<file path="src/rtl/hazard_ctrl_mc_pkg.sv">
// hazard_ctrl_mc_pkg
// Shared constants for the multi-cycle hazard controller: RV32 major opcodes
// that matter for source-register usage, and the controller state encoding.
// No ports (package).

package hazard_ctrl_mc_pkg;

    localparam logic [6:0] OPCODE_RTYPE = 7'b0110011;
    localparam logic [6:0] OPCODE_ITYPE = 7'b0010011;
    localparam logic [6:0] OPCODE_ILOAD = 7'b0000011;
    localparam logic [6:0] OPCODE_IJALR = 7'b1100111;
    localparam logic [6:0] OPCODE_STYPE = 7'b0100011;
    localparam logic [6:0] OPCODE_BTYPE = 7'b1100011;
    localparam logic [6:0] OPCODE_LUI   = 7'b0110111;
    localparam logic [6:0] OPCODE_AUIPC = 7'b0010111;
    localparam logic [6:0] OPCODE_JAL   = 7'b1101111;

    typedef enum logic [1:0] {
        HZ_ST_RUN  = 2'd0,
        HZ_ST_LOAD = 2'd1,
        HZ_ST_MC   = 2'd2
    } hz_state_e;

endpackage

</file>
<file path="src/rtl/hazard_ctrl_mc_src_decode.sv">
// hazard_src_decode
// Combinational decode of which source registers the ID-stage instruction
// actually reads, so unused rs fields never raise a false load-use stall.
// Ports:
//   opcode   in  7  ID opcode
//   rs1_used out 1  instruction reads rs1
//   rs2_used out 1  instruction reads rs2

module hazard_src_decode
    import hazard_ctrl_mc_pkg::*;
(
    input  logic [6:0] opcode,
    output logic       rs1_used,
    output logic       rs2_used
);

    always_comb begin
        rs1_used = 1'b0;
        rs2_used = 1'b0;
        case (opcode)
            OPCODE_RTYPE, OPCODE_STYPE, OPCODE_BTYPE: begin
                rs1_used = 1'b1;
                rs2_used = 1'b1;
            end
            OPCODE_ITYPE, OPCODE_ILOAD, OPCODE_IJALR: begin
                rs1_used = 1'b1;
            end
            default: ;
        endcase
    end

endmodule

</file>
<file path="src/rtl/hazard_ctrl_mc.sv">
// hazard_ctrl_mc
// Pipeline hazard controller beside the ID stage. Inserts LOAD_STALL_CYCLES
// bubbles per load-use hazard, freezes the pipe during multi-cycle EX ops,
// flushes on taken jump/branch and kills illegal ID instructions.
// Optional perf counters are built when HAZARD_PERF_CNT_EN is defined.
//
// state      | meaning
// HZ_ST_RUN  | normal operation
// HZ_ST_LOAD | extra load bubbles remain (stall_cnt = bubbles left)
// HZ_ST_MC   | waiting for ex_mc_done
//
// Ports:
//   clk, rst (sync, active-high)
//   id_rs1/id_rs2/opcode            ID-stage instruction fields
//   ex_rd/ex_load_inst              EX-stage load info
//   ex_mc_start/ex_mc_done          multi-cycle unit handshake
//   jump_branch_taken, invalid_inst redirect / illegal instruction
//   *_pipeline_flush/_en, pc_en     pipeline register controls
//   load_stall, mc_stall            stall status
//   perf_* (HAZARD_PERF_CNT_EN)     CNT_W-bit stall/flush counters

module hazard_ctrl_mc
    import hazard_ctrl_mc_pkg::*;
#(
    parameter int REG_ADDR_W        = 5,
    parameter int LOAD_STALL_CYCLES = 1,
    parameter int CNT_W             = 32
) (
    input  logic                  clk,
    input  logic                  rst,
    input  logic [REG_ADDR_W-1:0] id_rs1,
    input  logic [REG_ADDR_W-1:0] id_rs2,
    input  logic [6:0]            opcode,
    input  logic [REG_ADDR_W-1:0] ex_rd,
    input  logic                  ex_load_inst,
    input  logic                  ex_mc_start,
    input  logic                  ex_mc_done,
    input  logic                  jump_branch_taken,
    input  logic                  invalid_inst,
    output logic                  if_id_pipeline_flush,
    output logic                  if_id_pipeline_en,
    output logic                  id_ex_pipeline_flush,
    output logic                  id_ex_pipeline_en,
    output logic                  ex_mem_pipeline_flush,
    output logic                  pc_en,
    output logic                  load_stall,
    output logic                  mc_stall
`ifdef HAZARD_PERF_CNT_EN
   ,output logic [CNT_W-1:0]      perf_load_stall_cyc,
    output logic [CNT_W-1:0]      perf_mc_stall_cyc,
    output logic [CNT_W-1:0]      perf_flush_cnt
`endif
);

    // The first bubble is issued from ST_RUN; the counter holds the rest.
    localparam logic [2:0] LOAD_EXTRA = 3'(LOAD_STALL_CYCLES - 1);

    hz_state_e  state_q, state_d;
    logic [2:0] stall_cnt_q, stall_cnt_d;
    logic       rs1_used, rs2_used;
    logic       load_hazard;

    hazard_src_decode u_src_decode (
        .opcode   (opcode),
        .rs1_used (rs1_used),
        .rs2_used (rs2_used)
    );

    assign load_hazard = ex_load_inst && (ex_rd != '0) &&
                         ((rs1_used && id_rs1 == ex_rd) ||
                          (rs2_used && id_rs2 == ex_rd));

    always_ff @(posedge clk) begin
        if (rst) begin
            state_q     <= HZ_ST_RUN;
            stall_cnt_q <= 3'd0;
        end else begin
            state_q     <= state_d;
            stall_cnt_q <= stall_cnt_d;
        end
    end

    always_comb begin
        if_id_pipeline_flush  = 1'b0;
        if_id_pipeline_en     = 1'b1;
        id_ex_pipeline_flush  = 1'b0;
        id_ex_pipeline_en     = 1'b1;
        ex_mem_pipeline_flush = 1'b0;
        pc_en                 = 1'b1;
        load_stall            = 1'b0;
        mc_stall              = 1'b0;
        state_d               = state_q;
        stall_cnt_d           = stall_cnt_q;

        if (rst) begin
            if_id_pipeline_flush  = 1'b1;
            id_ex_pipeline_flush  = 1'b1;
            ex_mem_pipeline_flush = 1'b1;
            state_d               = HZ_ST_RUN;
            stall_cnt_d           = 3'd0;
        end else if (jump_branch_taken) begin
            // Redirect wins in every state and abandons any pending stall.
            if_id_pipeline_flush = 1'b1;
            if_id_pipeline_en    = 1'b0;
            id_ex_pipeline_flush = 1'b1;
            state_d              = HZ_ST_RUN;
            stall_cnt_d          = 3'd0;
        end else begin
            case (state_q)
                HZ_ST_RUN: begin
                    if (ex_mc_start && !ex_mc_done) begin
                        pc_en                 = 1'b0;
                        if_id_pipeline_en     = 1'b0;
                        id_ex_pipeline_en     = 1'b0;
                        ex_mem_pipeline_flush = 1'b1;
                        mc_stall              = 1'b1;
                        state_d               = HZ_ST_MC;
                    end else if (load_hazard) begin
                        pc_en                = 1'b0;
                        if_id_pipeline_en    = 1'b0;
                        id_ex_pipeline_flush = 1'b1;
                        load_stall           = 1'b1;
                        if (LOAD_STALL_CYCLES > 1) begin
                            state_d     = HZ_ST_LOAD;
                            stall_cnt_d = LOAD_EXTRA;
                        end
                    end else if (invalid_inst) begin
                        id_ex_pipeline_flush = 1'b1;
                    end
                end
                HZ_ST_LOAD: begin
                    // Bubbles continue regardless of what EX/ID now hold.
                    pc_en                = 1'b0;
                    if_id_pipeline_en    = 1'b0;
                    id_ex_pipeline_flush = 1'b1;
                    load_stall           = 1'b1;
                    if (stall_cnt_q <= 3'd1) begin
                        state_d     = HZ_ST_RUN;
                        stall_cnt_d = 3'd0;
                    end else begin
                        stall_cnt_d = stall_cnt_q - 3'd1;
                    end
                end
                HZ_ST_MC: begin
                    if (!ex_mc_done) begin
                        pc_en                 = 1'b0;
                        if_id_pipeline_en     = 1'b0;
                        id_ex_pipeline_en     = 1'b0;
                        ex_mem_pipeline_flush = 1'b1;
                        mc_stall              = 1'b1;
                    end else begin
                        state_d = HZ_ST_RUN;
                    end
                end
                default: begin
                    state_d     = HZ_ST_RUN;
                    stall_cnt_d = 3'd0;
                end
            endcase
        end
    end

`ifdef HAZARD_PERF_CNT_EN
    always_ff @(posedge clk) begin
        if (rst) begin
            perf_load_stall_cyc <= '0;
            perf_mc_stall_cyc   <= '0;
            perf_flush_cnt      <= '0;
        end else begin
            if (load_stall)
                perf_load_stall_cyc <= perf_load_stall_cyc + 1'b1;
            if (mc_stall)
                perf_mc_stall_cyc <= perf_mc_stall_cyc + 1'b1;
            if (jump_branch_taken)
                perf_flush_cnt <= perf_flush_cnt + 1'b1;
        end
    end
`endif

endmodule
</file>
<file path="config.mk">
export PLATFORM = sky130hd
export DESIGN_NAME = hazard_ctrl_mc
export DESIGN_NICKNAME = d
export VERILOG_FILES = /design/src/rtl/hazard_ctrl_mc_pkg.sv /design/src/rtl/hazard_ctrl_mc_src_decode.sv /design/src/rtl/hazard_ctrl_mc.sv
export SDC_FILE = /design/constraint.sdc
export NUM_CORES = 1
export LEC_CHECK = 0
export CAP_MARGIN = 5
export CORE_MARGIN = 2
export CORE_UTILIZATION = 22
export DETAILED_ROUTE_END_ITERATION = 10
export GPL_TIMING_DRIVEN = 0
export PLACE_DENSITY = 0.72
export SETUP_SLACK_MARGIN = 0.05
export SYNTH_ARGS = -nofsm -noshare
export SYNTH_HDL_FRONTEND = slang
export SYNTH_SLANG_ARGS = --single-unit
</file>
<file path="constraint.sdc">
create_clock -name clk -period 1.05 [get_ports clk]
set_input_delay 0.1575 -clock clk [delete_from_list [all_inputs] [get_ports clk]]
set_output_delay 0.1575 -clock clk [all_outputs]
set_load 0.005 [all_outputs]
</file>
==> results.json, run 1 <==
{
  "antenna_cells": 0,
  "ir_drop_v": 0.000171,
  "remaining_drc_errors": 0,
  "coreArea_um2": 1300,
  "max_freq_ghz": 0.700,
  "syn_nets": 72,
  "r2r_cells": 3,
  "cts_hold_buffers": 0,
  "busiest_layer": "met2",
  "grt_overflow": 0,
  "start_kind": "flip-flop",
  "min_to": "state_q[1]",
  "rr_endpoint": "state_q[1]",
  "finalMaxSlewViolations": 0,
  "cp-end-kind": "output port",
  "slowest_delay_ps": 310,
  "initial_core_util": 0.235,
  "crit_fanout": 4,
  "first_global_vias": 403,
  "min_from": "ex_mc_done",
  "ys_warn_count": 0,
  "violations": "negative setup slack",
  "leakagePower_nw": 0.290,
  "io_pins": 37,
  "place.gp.congestion": 0.623,
  "grt_use_met3": 0.00543,
  "rows": 13,
  "drt_first_pass_iters": 1,
  "hold_viol_final": 0,
  "crit_chain": "nand4b_1 > a211o_1 > buf_6 > nor4b_2 > buf_2",
  "reg2reg_setup_slack_ps": 300,
  "outcome": "finished, violations left",
  "syn2layout_area_growth_pct": 116,
  "fin_ws_ps": -379,
  "final_nets": 115,
  "power.density_nw_per_um2": 380,
  "regMostFlops": "state_q",
  "fin_area_um2": 661,
  "worst_pin_slew_ps": 240,
  "die_x_um": 41.3,
  "skew_ps": 0,
  "nFillCells": 149,
  "hold_path.class": "input pin to flip-flop",
  "num_vias": 458,
  "hpwl_um": 859,
  "portBuffers": 36,
  "ys_types": 22,
  "wl_per_cell_um": 10.8,
  "post_dp_cell_area_um2": 687,
  "worstReg2RegStart": "state_q[1]",
  "postRouteAntennaNets": 0,
  "use_met2": 0.254,
  "critical_path_required_ps": 890,
  "largest_reg_flops": 1,
  "yosys_register_bits": 1,
  "worstHoldPathCells": 4,
  "period_needed_ps": 1430,
  "worst_hold_slack_ps": 557,
  "synth_area_um2": 305,
  "reg_top3": "state_q: 1 flops",
  "setup_viol": 4,
  "clkLatencyLatePin_ps": 0,
  "crit_arrival_ps": 1270,
  "totalWireLength_um": 1070,
  "syn_inst": 43,
  "drive_gt1_frac": 0.500,
  "antenna_found_initial": 0,
  "die_area_um2": 1700,
  "grt_usage": 0.130,
  "clkSlewWorstSetupHoldPaths_ps": 0,
  "rsz0062_at_grt": "yes",
  "die_y_um": 41.3,
  "grt_start_max_net_pins": 5,
  "cap_violations": 0,
  "period_share": 1.36,
  "syn_area_per_cell_um2": 7.10,
  "max_slew_margin": 0.840,
  "worstSetupPathType": "flip-flop to output port",
  "drtIter0Drc": 0,
  "yosysSeqAreaShare": 0.0656,
  "met1_usage": 0.162,
  "via_per_inst": 4.63,
  "cp_slowest_cell": "dfxtp_2",
  "grt_pass1_wl_um": 1560
}
-- synth_stat cells --
library cell,count,area share
xnor2_1,10,0.29
nor2_1,5,0.061
inv_1,4,0.049
a21oi_1,3,0.049
nand2b_1,2,0.041
nand4b_1,2,0.057
o21bai_1,2,0.049
a211o_1,1,0.029
a31oi_1,1,0.021
and3b_1,1,0.029
clkbuf_1,1,0.012
dfxtp_1,1,0.066
nand2_1,1,0.012
nand3_1,1,0.016
nand4_1,1,0.021
nor4_1,1,0.021
nor4b_2,1,0.049
o211ai_2,1,0.041
o21ai_1,1,0.016
o22a_2,1,0.033
o22ai_1,1,0.021
or2_2,1,0.021
-- worst max-delay path by stage --
stage,startpoint,to,cells after the start
2_1_floorplan,state_q[1],id_ex_pipeline_flush,4
5_1_grt,state_q[1],load_stall,5
3_3_place_gp,ex_rd[1],load_stall,6
4_1_cts,state_q[1],load_stall,5
3_5_place_dp,ex_rd[1],load_stall,6
6_report,state_q[1],load_stall,5
-- cell type report --
cell class	count	area [um2]	share of cell area
multi-input cells	37	313	0.473
repair buffers	42	293	0.443
flip-flops and latches	1	21.3	0.0322
well taps	15	18.8	0.0284
inverters	4	15.0	0.0227
-- worst max-delay path, delay by kind of cell (launching register included) --
family / cells / cell delay, ps
AOI/OAI and AO/OA: 1 / 300
buffers and inverters: 2 / 290
DFF: 1 / 310
and+or+nand+nor: 2 / 370
-- stage by stage --
step | utilization | setup WS [ps] | std cells | power [mW] | TNS (ps)
2_1_floorplan | - | -103 | 43 | 0.118 | -165
3_3_place_gp | 0.528 | -1140 | 94 | 0.267 | -7430
3_5_place_dp | 0.528 | -1150 | 94 | 0.270 | -7290
4_1_cts | 0.519 | -413 | 99 | 0.249 | -1490
5_1_grt | 0.508 | -441 | 99 | 0.272 | -1630
6_report | 0.508 | -379 | 99 | 0.251 | -1310
-- placed cells by master (no fill, tap or decap), drive strengths merged --
master         count
o21ai              1
o21bai             2
a31oi              1
dlygate4sd2        4
buf               23
o22a               1
nand3              1
or2                1
dfxtp              1
a21oi              3
nand4b             2
nand4              1
clkbuf             8
xnor2             10
and3b              1
clkdlybuf4s50      1
nor4b              1
nor2               5
nand2              1
clkdlybuf4s15      6
o211ai             1
nand2b             2
a211o              1
nor4               1
inv                4
o22ai              1
-- layer usage --
layer | wire, um | share of wire
met4 | 0 | 0
met3 | 113 | 0.11
met1 | 420 | 0.39
met5 | 0 | 0
met2 | 531 | 0.50
-- where the power goes --
group | internal [mW] | switching [mW] | total, mW
Clock | 0 | 0 | 0
Sequential | 0.0402 | 0.00127 | 0.0414
Combinational | 0.126 | 0.0838 | 0.210
-- kinds of logic (layout without fill, tap and decap cells) --
group	Yosys count	after routing	share of synthesized area
XOR/XNOR	10	10	0.287
buffers and inverters	5	46	0.0614
AO/OA/AOI/OAI	11	11	0.258
AND/OR/NAND/NOR	16	16	0.328
flip-flops	1	1	0.0656
-- repair_timing --
item / 4_1_cts / 5_1_grt
setup endpoints to repair: 9 / 6
gates resized for setup: 103 / 19
pin swaps: 24 / 18
setup buffers: 6 / 0
(Power assumes the default switching activity.)
==> run 2, diff against run 1 <==
--- a/config.mk
+++ b/config.mk
@@ -10,7 +10,7 @@
 export CORE_UTILIZATION = 22
 export DETAILED_ROUTE_END_ITERATION = 10
 export GPL_TIMING_DRIVEN = 0
-export PLACE_DENSITY = 0.72
+export PLACE_DENSITY = 0.71
 export SETUP_SLACK_MARGIN = 0.05
 export SYNTH_ARGS = -nofsm -noshare
 export SYNTH_HDL_FRONTEND = slang
==> results.json, run 2 (synthesis gave the netlist of run 1 again) <==
{
  "outcome": "finished, violations left",
  "violations": "negative setup slack",
  "totalWireLength_um": 1180,
  "drive_gt1_frac": 0.721,
  "grt_overflow": 0,
  "grt_usage": 0.144,
  "utilization": 0.632,
  "pre_cts_slack_ps": -1180,
  "worst_pin_slew_ps": 193,
  "cp_top_family": "simple AND/OR/NAND/NOR gates",
  "dp_cells": 94,
  "worstSetupPathType": "input pin to output port",
  "hpwl_um": 842,
  "postRouteAntennaNets": 0,
  "antenna_found_initial": 0,
  "start_kind": "input pin",
  "io_pins": 37,
  "finalNonFillerCells": 101,
  "initial_core_util": 0.235,
  "crit_fanout": 2,
  "period_share": 1.28,
  "crit_buf_inv": 2,
  "rows": 13,
  "cp-end-kind": "output port",
  "place.gp.congestion": 0.632,
  "hold_viol_final": 0,
  "period_needed_ps": 1340,
  "clkSlewWorstSetupHoldPaths_ps": 0,
  "fin_setup_tns_ps": -1000,
  "drt_first_pass_iters": 4,
  "nFillCells": 118,
  "multiInputGateArea_um2": 408,
  "rsz0062_at_grt": "yes",
  "grt_start_max_net_pins": 6,
  "die_y_um": 41.3,
  "seq_area_um2": 21.3,
  "worst_hold_slack_ps": 505,
  "drtIter0Drc": 1,
  "regMostFlops": "state_q",
  "clkLatencyLatePin_ps": 0,
  "fin_ws_ps": -293,
  "ir_drop_v": 0.000193,
  "cp_slowest_cell": "o22a_2",
  "skew_ps": 0,
  "reg_top3": "state_q: 1 flops",
  "crit_arrival_ps": 1190,
  "remaining_drc_errors": 0,
  "layout_common_cells": "buf_2 (16), buf_6 (13), xnor2_2 (9), buf_4 (6)",
  "slowest_delay_ps": 280,
  "via_per_inst": 4.70,
  "grt_pass1_wl_um": 1720,
  "power.density_nw_per_um2": 403,
  "die_area_um2": 1700,
  "critical_path_required_ps": 890,
  "final_nets": 117,
  "max_slew_margin": 0.870,
  "hold_path.class": "input pin to flip-flop",
  "portBuffers": 36,
  "antenna_cells": 0,
  "first_global_vias": 401,
  "leakagePower_nw": 0.378,
  "syn2layout_area_growth_pct": 169,
  "crit_chain": "buf_6 > xnor2_2 > nand4b_1 > o22a_2 > nor4b_2 > buf_2",
  "largest_reg_flops": 1,
  "wl_per_cell_um": 11.6,
  "max_freq_ghz": 0.745,
  "final_common_cell": "buf_2",
  "coreArea_um2": 1300,
  "cap_violations": 0,
  "setup_viol": 4,
  "finalMaxSlewViolations": 0,
  "die_x_um": 41.3,
  "num_vias": 475
}
-- run 2: cell count changes in the layout (fill, tap and decap cells not counted), sizes merged --
cell / delta
buf: +13
clkbuf: -6
clkdlybuf4s15: -6
dlymetal6s2s: +1
-- run 2: through the flow --
step | power [mW] | instance area [um2]
2_1_floorplan | 0.118 | 308
3_3_place_gp | 0.268 | 687
3_5_place_dp | 0.269 | 687
4_1_cts | 0.300 | 762
5_1_grt | 0.355 | 822
6_report | 0.331 | 822
-- run 2: repair_timing --
item,CTS,global route
setup endpoints to repair,9,9
gates resized for setup,145,18
hold buffers,0,0
buffers inserted,7,2
pin swaps,30,15
-- run 2: area by class of cell --
type,instances,share of cell area
multi-input combinational,37,0.496
sequential,1,0.0259
tap,15,0.0228
inverter,4,0.0183
timing repair buffer,44,0.437
-- run 2: where the power goes --
| part | switching (mW) | internal [mW] |
|---|---|---|
| Sequential | 0.00125 | 0.0402 |
| Combinational | 0.108 | 0.182 |
| Clock | 0 | 0 |
| Total | 0.109 | 0.222 |
-- run 2: path summary, 6_finish.rpt --
path	startpoint	endpoint	slack (ps)	cells past startpoint
setup / recovery	id_rs2[1]	load_stall	-290	6
setup reg to reg	state_q[1]	state_q[1]	340	2
hold / removal	ex_mc_start	state_q[1]	500	3
hold reg to reg	state_q[1]	state_q[1]	570	2
-- run 2: routing by layer --
metal / global-route usage / routed length [um] / vias up
met1: 0.217 / 496 / 213
met3: 0.0109 / 93 / 0
met4: 0 / 0 / 0
li1: - / - / 242
met5: 0 / 0 / -
met2: 0.234 / 587 / 20
-- run 2: tightest hold or removal path, cell delays in order --
cell and delay [ps]:
clkbuf_2 120, o21bai_4 90, nor2_1 90
